[config.mk]
export PLATFORM = sky130hd
export DESIGN_NAME = uart_rx_os
export DESIGN_NICKNAME = d
export VERILOG_FILES = /design/src/rtl/uart_rx_os.sv
export SDC_FILE = /design/constraint.sdc
export NUM_CORES = 1
export LEC_CHECK = 0
export BUFFER_PORTS_ARGS = -buffer_cell sky130_fd_sc_hd__buf_2
export CAP_MARGIN = 20
export CORE_MARGIN = 2
export CORE_UTILIZATION = 53
export DETAILED_ROUTE_END_ITERATION = 10
export HOLD_SLACK_MARGIN = 0.06
export PLACE_DENSITY = 0.83
export SETUP_SLACK_MARGIN = 0.05
export SLEW_MARGIN = 15
export SYNTH_ARGS = -nofsm -noshare
export SYNTH_HDL_FRONTEND = slang
export SYNTH_SLANG_ARGS = --single-unit
[constraint.sdc]
create_clock -name clk -period 1.7 [get_ports clk]
set_input_delay 0.34 -clock clk [delete_from_list [all_inputs] [get_ports clk]]
set_output_delay 0.34 -clock clk [all_outputs]
set_load 0.005 [all_outputs]
[src/rtl/uart_rx_os.sv]
// uart_rx_os: 16x oversampling UART receiver with majority vote per bit,
// 5..9 data bits, optional parity, 1 or 2 stop bits, valid/ready delivery,
// sticky overrun and break detection.
//
// state     | meaning
// ----------+---------------------------------------------------------
// S_IDLE    | line idle, waiting for a low level on rs
// S_START   | validating the start bit, a high vote means a glitch
// S_DATA    | shifting in DATA_BITS bits, LSB first
// S_PARITY  | sampling the parity bit and computing the error
// S_STOP    | sampling stop bits, word completes at the last vote
// S_BRKWAIT | break seen, waiting for the line to return high
module uart_rx_os #(
  parameter int CLK_HZ    = 100_000_000,
  parameter int BAUD      = 115200,
  parameter int DATA_BITS = 8,
  parameter int PARITY    = 0,
  parameter int STOP_BITS = 1
) (
  input  logic                 clk,
  input  logic                 rst,
  input  logic                 rx,
  input  logic                 rx_ready,
  input  logic                 clr_err,
  output logic [DATA_BITS-1:0] rx_data,
  output logic                 rx_valid,
  output logic                 parity_err,
  output logic                 frame_err,
  output logic                 overrun,
  output logic                 break_det
);

  localparam int DIV = CLK_HZ / (BAUD * 16);
  localparam int DIV_W = (DIV > 1) ? $clog2(DIV) : 1;
  localparam logic [DIV_W-1:0] DIV_LAST = DIV_W'(DIV - 1);
  localparam logic [3:0] N_DATA = 4'(DATA_BITS);

  typedef enum logic [2:0] {
    S_IDLE,
    S_START,
    S_DATA,
    S_PARITY,
    S_STOP,
    S_BRKWAIT
  } state_t;

  state_t state;

  logic rx_meta;
  logic rs;

  logic [DIV_W-1:0] div_cnt;
  logic [3:0]       samp_cnt;
  logic             run;
  logic             tick;
  logic             take_s7;
  logic             take_s8;
  logic             vote_now;
  logic             bit_end;
  logic             s7;
  logic             s8;
  logic             vote;

  logic [DATA_BITS-1:0] shreg;
  logic [3:0]           bit_cnt;
  logic                 pbit;
  logic                 perr_acc;
  logic                 ferr_acc;
  logic                 stop_idx;
  logic                 last_stop;
  logic                 brk;

  logic                 done;
  logic [DATA_BITS-1:0] done_data;
  logic                 done_perr;
  logic                 done_ferr;

  // samp_cnt counts ticks into the current bit. The tick that moves it to
  // 7, 8 and 9 takes the three samples; the tick leaving 15 ends the bit.
  assign run      = (state == S_START) || (state == S_DATA) ||
                    (state == S_PARITY) || (state == S_STOP);
  assign tick     = run && (div_cnt == DIV_LAST);
  assign take_s7  = tick && (samp_cnt == 4'd6);
  assign take_s8  = tick && (samp_cnt == 4'd7);
  assign vote_now = tick && (samp_cnt == 4'd8);
  assign bit_end  = tick && (samp_cnt == 4'd15);
  assign vote     = (s7 & s8) | (s7 & rs) | (s8 & rs);

  assign last_stop = (STOP_BITS == 1) ? 1'b1 : stop_idx;
  assign brk       = (shreg == '0) && !pbit && !vote;

  // Two-flop synchronizer; everything downstream uses rs.
  always_ff @(posedge clk) begin
    if (rst) begin
      rx_meta <= 1'b1;
      rs      <= 1'b1;
    end else begin
      rx_meta <= rx;
      rs      <= rx_meta;
    end
  end

  // Oversample divider and sample counter, parked at zero outside a frame.
  always_ff @(posedge clk) begin
    if (rst || !run) begin
      div_cnt  <= '0;
      samp_cnt <= '0;
    end else if (tick) begin
      div_cnt  <= '0;
      samp_cnt <= samp_cnt + 4'd1;
    end else begin
      div_cnt  <= div_cnt + 1'b1;
    end
  end

  // First two of the three mid-bit samples; the third is rs itself.
  always_ff @(posedge clk) begin
    if (rst) begin
      s7 <= 1'b1;
      s8 <= 1'b1;
    end else begin
      if (take_s7) s7 <= rs;
      if (take_s8) s8 <= rs;
    end
  end

  // Frame FSM; produces a one-cycle completion pulse with the word and flags.
  always_ff @(posedge clk) begin
    if (rst) begin
      state     <= S_IDLE;
      shreg     <= '0;
      bit_cnt   <= '0;
      pbit      <= 1'b0;
      perr_acc  <= 1'b0;
      ferr_acc  <= 1'b0;
      stop_idx  <= 1'b0;
      done      <= 1'b0;
      done_data <= '0;
      done_perr <= 1'b0;
      done_ferr <= 1'b0;
      break_det <= 1'b0;
    end else begin
      done      <= 1'b0;
      break_det <= 1'b0;
      case (state)
        S_IDLE: begin
          if (!rs) begin
            state    <= S_START;
            bit_cnt  <= '0;
            pbit     <= 1'b0;
            perr_acc <= 1'b0;
            ferr_acc <= 1'b0;
            stop_idx <= 1'b0;
          end
        end
        S_START: begin
          if (vote_now && vote) state <= S_IDLE;
          else if (bit_end) state <= S_DATA;
        end
        S_DATA: begin
          if (vote_now) begin
            shreg   <= {vote, shreg[DATA_BITS-1:1]};
            bit_cnt <= bit_cnt + 4'd1;
          end
          if (bit_end && (bit_cnt == N_DATA))
            state <= (PARITY != 0) ? S_PARITY : S_STOP;
        end
        S_PARITY: begin
          if (vote_now) begin
            pbit     <= vote;
            perr_acc <= (PARITY == 1) ? ~(^{shreg, vote}) : (^{shreg, vote});
          end
          if (bit_end) state <= S_STOP;
        end
        S_STOP: begin
          // Completing at the vote rather than at bit end leaves half a bit
          // of slack for a following start edge.
          if (vote_now) begin
            if (!last_stop) begin
              ferr_acc <= ferr_acc | ~vote;
              stop_idx <= 1'b1;
            end else begin
              done      <= 1'b1;
              done_data <= shreg;
              done_perr <= perr_acc;
              done_ferr <= ferr_acc | ~vote;
              if (brk) begin
                break_det <= 1'b1;
                state     <= S_BRKWAIT;
              end else begin
                state     <= S_IDLE;
              end
            end
          end
        end
        S_BRKWAIT: begin
          if (rs) state <= S_IDLE;
        end
        default: state <= S_IDLE;
      endcase
    end
  end

  // Delivery and handshake; a word arriving while one is still held is dropped.
  always_ff @(posedge clk) begin
    if (rst) begin
      rx_data    <= '0;
      rx_valid   <= 1'b0;
      parity_err <= 1'b0;
      frame_err  <= 1'b0;
      overrun    <= 1'b0;
    end else begin
      if (clr_err) overrun <= 1'b0;
      if (done) begin
        if (!rx_valid || rx_ready) begin
          rx_data    <= done_data;
          parity_err <= done_perr;
          frame_err  <= done_ferr;
          rx_valid   <= 1'b1;
        end else begin
          overrun    <= 1'b1;
        end
      end else if (rx_valid && rx_ready) begin
        rx_valid <= 1'b0;
      end
    end
  end

endmodule

# == Word-level counts from Yosys, hierarchy flattened ==
# Cells that the tools add are included.
# W data, S select, Z words.
# totals
regBits,55
input_bits,5
out_inout_bits,13
wordCells,112
# op_classes
addsub,3
n_eq_ne,20
muxes,25
bitwise_logic,8
n_reduce_logical,35
# ops
cell,n
$mux W3,8
$pmux W3 S6,1
$eq A4 B4 Y1 const B,3
$ne A2 B2 Y1 const B,6
$mux W1,11
$logic_and A1 B1 Y1,10
$reduce_xor A9 Y1,1
$add A4 B1 Y4 const B,2
$eq A4 B3 Y1 const B,2
$logic_not A8 Y1,1
$mux W4,2
$pmux W4 S2,1
$reduce_and A2 Y1,4
$add A6 B1 Y6 const B,1
$eq A3 B2 Y1 const B,2
$eq A3 B3 Y1 const B,2
$eq A6 B6 Y1 const B,1
$reduce_and A3 Y1,2
$reduce_and A6 Y1,1
$reduce_bool A2 Y1,3
$logic_or A1 B1 Y1,5
$logic_not A1 Y1,4
$ne A2 B1 Y1 const B,2
$pmux W1 S2,2
8 further kinds,14

# == Depth between registers and ports, before layout ==
# Gate-level depths: netlist of run 1.
# depth
ltp_word,9
depth_mapped,8
ltp_nobuf,7

# == Worst setup path before layout of run 1 ==
# OpenSTA, ideal clock, no wires.
# synth_path
path_kind,reg-to-reg
startpoint,register div_cnt[0]
endpoint,register state[0]
t_arrival_ns,1.767
required_time_ns,1.577
slack_ns,-0.191
stages_incl_launch_ff,7
period_less_slack_ns,1.891
cell_sequence,dfxtp_1 > ha_1 > and4b_1 > nand3_2 > or3_1 > a31o_1 > mux2_1
# synth_between
elab_chain_len,6
# synth_rtl
element,line_no,text
start: declaration,52,logic [DIV_W-1:0] div_cnt;
start signal: assignment,112,div_cnt <= div_cnt + 1'b1;
$eq A6 B6 Y1 *,82,assign tick = run && (div_cnt == DIV_LAST);
$logic_and A1 B1 Y1 *,82,
$logic_and A1 B1 Y1 (on tied branches),"85, 86",
$logic_and A1 B1 Y1 (on tied branches),"157, 165",
$ne A3 B2 Y1 (no source line) (tied with other cells),-,
$reduce_and A6 Y1 (no source line) or $pmux W3 S6 (tied branches),-,
end signal: assignment,166,state <= (PARITY != 0) ? S_PARITY : S_STOP;
end: declaration,47,state_t state;
# Every way passes the cells marked *; elsewhere a longest branch is shown, timed or not.
# A chain may end at the register's enable or synchronous reset.

# == Worst setup path after layout of run 1 ==
# layout_path
startpoint,register div_cnt[1]
endpoint,register state[0]
# The elaborated chain is that of the path after synthesis.

==> results of run 1 <==
## per-layer routing
metal  vias up  GRT usage
met5         -          0
met4         0     0.0734
met3         6     0.0506
met2        40      0.351
met1       928      0.286
li1       1002          -
## synthesized netlist by cell type, types with 4 or more instances
cell and count:
ha_1 7, nor3_1 7, xor2_1 4, nor2_1 46
dfxtp_1 55, inv_1 7, nand3_1 6, nand2_1 20
nand2b_1 6, o21ai_0 4, clkbuf_1 6, nand4_1 5
mux2i_1 23, a21oi_1 15, xnor2_1 9
## timing repair
action,4_1_cts,5_1_grt
cloned,1,0
pin swaps,5,2
buffers inserted,1,1
endpoints found under the setup margin,22,20
resized for setup,16,9
## power by group through the flow
stage | Sequential, mW | Combinational [mW] | Clock [mW]
after floorplan | 1.36 | 0.247 | 0
after CTS | 1.34 | 0.419 | 0.797
final | 1.34 | 0.439 | 0.776
after global routing | 1.34 | 0.473 | 0.836
after global placement | 1.37 | 0.382 | 0
after detailed placement | 1.37 | 0.391 | 0
## layout make-up
class                   instances  area (um2)  share of cell area
flip-flops and latches         55        1110               0.370
clock inverters                 3        27.5             0.00921
well taps                      52        65.1              0.0218
inverters                       7        26.3             0.00879
clock buffers                   5        68.8              0.0230
multi-input cells             190        1310               0.438
repair buffers                 55         385               0.129
## sequential cells by signal (all words and copies together) (netlist names)
register / flops
rx_valid: 1
s8: 1
shreg: 8
pbit: 1
break_det: 1
overrun: 1
rs: 1
done: 1
state: 3
done_ferr: 1
done_perr: 1
done_data: 8
bit_cnt: 4
div_cnt: 6
rx_meta: 1
rx_data: 8
samp_cnt: 4
perr_acc: 1
parity_err: 1
frame_err: 1
s7: 1
## metrics by stage
step,TNS [ps],cell area (um2)
floorplan,-147,2460
global placement,-118,2800
detailed placement,-375,2800
CTS,-181,2960
global route,-542,2990
finish,-192,2990
## kinds of logic after synthesis
family / share of synthesized area
mux: 0.103
flops: 0.451
fa+ha+maj: 0.0400
simple gates: 0.230
compound gates: 0.0769
xor+xnor: 0.0558
buf+inv: 0.0430
## critical path, stage by stage, from the launching register on
cell and delay [ps]:
dfxtp_2 340, inv_2 50, ha_4 120, and4b_1 220, nand3_2 110, or3_1 350
a31o_1 240, mux2_4 300
## worst max path at each step
| stage | end | depth (start not counted) | slack, ps | from |
|---|---|---|---|---|
| after detailed placement | state[0]$_SDFFE_PP0P_ | 7 | -150 | samp_cnt[1]$_SDFFE_PP0P_ |
| final | state[0]$_SDFFE_PP0P_ | 7 | -120 | div_cnt[1]$_SDFF_PP0_ |
| after floorplan | state[0]$_SDFFE_PP0P_ | 6 | -150 | div_cnt[0]$_SDFF_PP0_ |
| after global routing | state[0]$_SDFFE_PP0P_ | 7 | -180 | div_cnt[1]$_SDFF_PP0_ |
| after global placement | state[0]$_SDFFE_PP0P_ | 7 | -90 | div_cnt[1]$_SDFF_PP0_ |
| after CTS | state[0]$_SDFFE_PP0P_ | 7 | -120 | div_cnt[1]$_SDFF_PP0_ |
==> results.yml, run 1 <==
synthesis:
  synth_cells: 265
  syn_nets: 277
  synth_top_area_share: 0.451
  synthFlopType: "dfxtp_1"
  ys.warnings.count: 0
  yosysTopAreaCell: "dfxtp_1"
  async_reset_ff_frac: 0
  ys_seq_area_frac: 0.451
  ys_types: 49
  synth_area_mm2: 0.00244
  synth_edf_count: 0
  synth_seq_cells: 55
  yosys-top-cells-area: "dfxtp_1 (45%), mux2i_1 (9.4%), nor2_1 (7.1%)"
  avgSynthCellArea_um2: 9.22
place:
  place_ws_ps: -145
  placed_cells: 356
  gp_congestion: 0.911
  port_buffers: 17
  dp_hpwl_um: 3480
clock_tree:
  cts_hold_buf: 0
  cts.clk_slew.worst_paths_ps: 100
  cts_num_sinks: 55
  clk-insertion-delay-late_ps: 320
  htreeDepth: 2
  cts_tree: "yes"
  numCtsBuffers: 5
  cts-root-buf: "clkbuf_8"
  cts_buffer_depth: 2
final_layout:
  fin_cells: 367
  fin_nets: 326
  drive_gt1_frac: 0.289
  most-common-layout-cells: "dfxtp_1 (50), nor2_1 (44), buf_4 (34), mux2i_1 (23), nand2_1 (19)"
  syn2layout_area_growth_pct: 22.4
  n_antenna_cell: 0
  fillCellCount: 338
  final_common_cell: "dfxtp_1"
  utilization: 0.682
power:
  finalPower_mw: 2.55
  netSwitchingFraction: 0.277
  power.density_mw_per_mm2: 854
  pwr-share-comb: 0.172
  p_switching_mw: 0.707
  seqPwrFrac: 0.524
  p_int_mw: 1.85
  pwr-share-clk: 0.304
  vdd_drop_max_mv: 0.611
  leakage_nw: 1.26
die:
  die-area_mm2: 0.00517
  rows: 24
  dieHeight_um: 71.9
  initial_core_util: 0.557
  fp.dieW_um: 71.9
  core_area_mm2: 0.00438
  num_io_pins: 18
sta:
  fin_crit_ps: 1820
  finClkSkew_ps: 8.29
  hold_viol: 0
  slew_violations: 0
  post-route-period-util: 1.07
  hold_ws_ps: 194
  setup_slack_ps: -121
  setup_violations: 2
  worst_pin_slew_ps: 381
  maxSlewHeadroom: 0.743
  fmax_mhz: 549
  rsz0062_at_grt: "yes"
detailed_routing:
  wire_per_inst_um: 14.1
  met2WireLength_um: 2510
  drt-initial-drc-count: 128
  wl_met3_um: 209
  drc: 0
  drt-vias-per-instance: 5.38
  m1WireLength_um: 2410
  wl_um: 5170
  detail-route-antenna-nets: 0
  firstDrtPassIters: 4
  top_signal_layer_used: "met4"
  num_vias: 1976
setup_path:
  cp-start-kind: "flip-flop"
  r2r-start: "div_cnt[1]$_SDFF_PP0_"
  critPathKind: "flip-flop to flip-flop"
  worst_ep_arrival_time_ps: 2040
  worst_setup_path_end_kind: "flip-flop"
  worstRegToRegCells: 7
  r2r-end: "state[0]$_SDFFE_PP0P_"
  r2r_setup_slack_ps: -120
  cp_max_fo: 3
  worst_ep_required_time_ps: 1920
hold_path:
  min_path_cells: 2
  hold_path_end: "rx_meta$_SDFF_PP1_"
  hold_start: "rx"
  hp-class: "input pin to flip-flop"
status:
  violations: "negative setup slack"
  status: "finished, violations left"
grt:
  gr-total-overflow: 0
  grt_max_degree: 28
  first_global_vias: 1867
  grt_usage: 0.217
  grt_pass1_wl_um: 8600
  antenna_found_initial: 0
job:
  drv_cap: 0
Note: power is estimated with default switching activity, not from simulation.
==> inputs of run 2 (changes only) <==
--- a/config.mk
+++ b/config.mk
@@ -7,8 +7,10 @@
 export LEC_CHECK = 0
 export BUFFER_PORTS_ARGS = -buffer_cell sky130_fd_sc_hd__buf_2
 export CAP_MARGIN = 20
+export CELL_PAD_IN_SITES_DETAIL_PLACEMENT = 0
+export CELL_PAD_IN_SITES_GLOBAL_PLACEMENT = 1
 export CORE_MARGIN = 2
-export CORE_UTILIZATION = 53
+export CORE_UTILIZATION = 41
 export DETAILED_ROUTE_END_ITERATION = 10
 export HOLD_SLACK_MARGIN = 0.06
 export PLACE_DENSITY = 0.83
==> run 2 against run 1 <==
Net effect:
- the run still ends with negative setup slack left
- count of clock-buffer cells in the layout unchanged
- global-route usage fell by 5.8 points
- critical endpoint unchanged
- sequential share of layout area down 1.6 points
- non-clock buffer count grew 11
- design area grew 4.8%
- critical path depth unchanged
- cell count rose by 9.3%
- highest routed layer unchanged
- clock power barely moved
- via count rose by 2.2%
- combinational power increased by 8.4%
==> results.yml, run 2 (synthesis results as in run 1) <==
die:
  die-area_mm2: 0.00659
  num_io_pins: 18
  initial_core_util: 0.417
  core_area_mm2: 0.00585
  rows: 28
  dieHeight_um: 81.2
  fp.dieW_um: 81.2
setup_path:
  worst_ep_arrival_time_ps: 2040
  cp-start-kind: "flip-flop"
  cp_max_fo: 3
  worst_setup_path_end_kind: "flip-flop"
  worst_ep_required_time_ps: 1910
  critPathKind: "flip-flop to flip-flop"
final_layout:
  drive_gt1_frac: 0.340
  most-common-layout-cells: "dfxtp_1 (48), buf_4 (42), nor2_1 (39), mux2i_1 (23), buf_2 (18)"
  largestRegisters: "done_data: 8 flops, rx_data: 8 flops, shreg: 8 flops"
  n_antenna_cell: 0
  syn2layout_area_growth_pct: 28.3
  fin_nets: 337
  final_common_cell: "dfxtp_1"
grt:
  antenna_found_initial: 0
  gr-total-overflow: 0
  first_global_vias: 1810
  grt_pass1_wl_um: 8180
  grt_usage: 0.159
  grt_max_degree: 31
sta:
  fmax_mhz: 548
  setup-tns-final_ps: -476
  post-route-period-util: 1.07
  hold_ws_ps: 204
  slew_violations: 0
  finClkSkew_ps: 8.19
  rsz0062_at_grt: "yes"
  maxSlewHeadroom: 0.719
  setup_violations: 8
  fin_crit_ps: 1830
  setup_slack_ps: -125
  worst_pin_slew_ps: 418
  hold_viol: 0
place:
  dp_hpwl_um: 3560
  gp_congestion: 0.821
  port_buffers: 17
detailed_routing:
  wire_per_inst_um: 13.0
  drt-vias-per-instance: 5.03
  wl_um: 5210
  drc: 0
  drt-initial-drc-count: 124
  num_vias: 2019
  firstDrtPassIters: 4
  detail-route-antenna-nets: 0
clock_tree:
  cts-root-buf: "clkbuf_8"
  cts_hold_buf: 0
  cts.clk_slew.worst_paths_ps: 110
  numCtsBuffers: 5
  cts_buffer_depth: 2
  cts_tree: "yes"
  clk-insertion-delay-late_ps: 310
  htreeDepth: 2
  cts_num_sinks: 55
status:
  violations: "negative setup slack"
  status: "finished, violations left"
power:
  vdd_drop_max_mv: 0.463
  power.density_mw_per_mm2: 827
  leakage_nw: 1.31
job:
  drv_cap: 0
hold_path:
  hp-class: "input pin to flip-flop"
run 2: cell type report:
type | count | area [um2]
well taps | 75 | 93.8
clock buffers | 5 | 68.8
inverters | 7 | 26.3
repair buffers | 66 | 473
multi-input cells | 190 | 1340
flip-flops and latches | 55 | 1110
clock inverters | 3 | 27.5
fillers | 534 | 2720
run 2: where the power goes:
group	total (mW)	switching (mW)	internal (mW)
Combinational	0.476	0.233	0.243
Clock	0.777	0.470	0.307
Sequential	1.34	0.0257	1.31
run 2: repair_timing:
action,CTS,global route
setup buffers,2,8
pin swaps,9,11
cloned,1,1
resized for setup,19,19
endpoints found under the setup margin,24,26
run 2: worst paths after layout:
path                         startpoint  slack [ps]  cells after the start                    end
hold / removal                       rx         200                      2     rx_meta$_SDFF_PP1_
hold reg to reg      rx_meta$_SDFF_PP1_         430                      1          rs$_SDFF_PP1_
setup / recovery  div_cnt[1]$_SDFF_PP0_        -130                      7  state[0]$_SDFFE_PP0P_
setup reg to reg  div_cnt[1]$_SDFF_PP0_        -130                      7  state[0]$_SDFFE_PP0P_
run 2: per-layer routing:
metal / up-vias / share of wire / global-route usage
met5: - / 0 / 0
met4: 0 / 0.024 / 0.0576
met3: 13 / 0.024 / 0.0300
met2: 35 / 0.49 / 0.262
met1: 950 / 0.46 / 0.208
li1: 1021 / - / -
run 2: worst max-delay path, cell delays in order (launching register included):
cell     delay, ps
dfxtp_2        340
inv_2           70
ha_4           120
and4b_1        220
nand3_2        100
a311o_2        350
a31o_1         220
mux2_4         300
run 2: through the flow:
stage          total power [mW]   util  setup WS (ps)  instance area (um2)  std cells
2_1_floorplan              1.60      -           -147                 2460        265
3_5_place_dp               1.77  0.487           -141                 2850        382
4_1_cts                    2.59  0.517           -124                 3030        393
6_report                   2.59  0.536           -125                 3130        401
3_3_place_gp               1.76  0.487           -107                 2850        382
5_1_grt                    2.70  0.536           -193                 3130        401
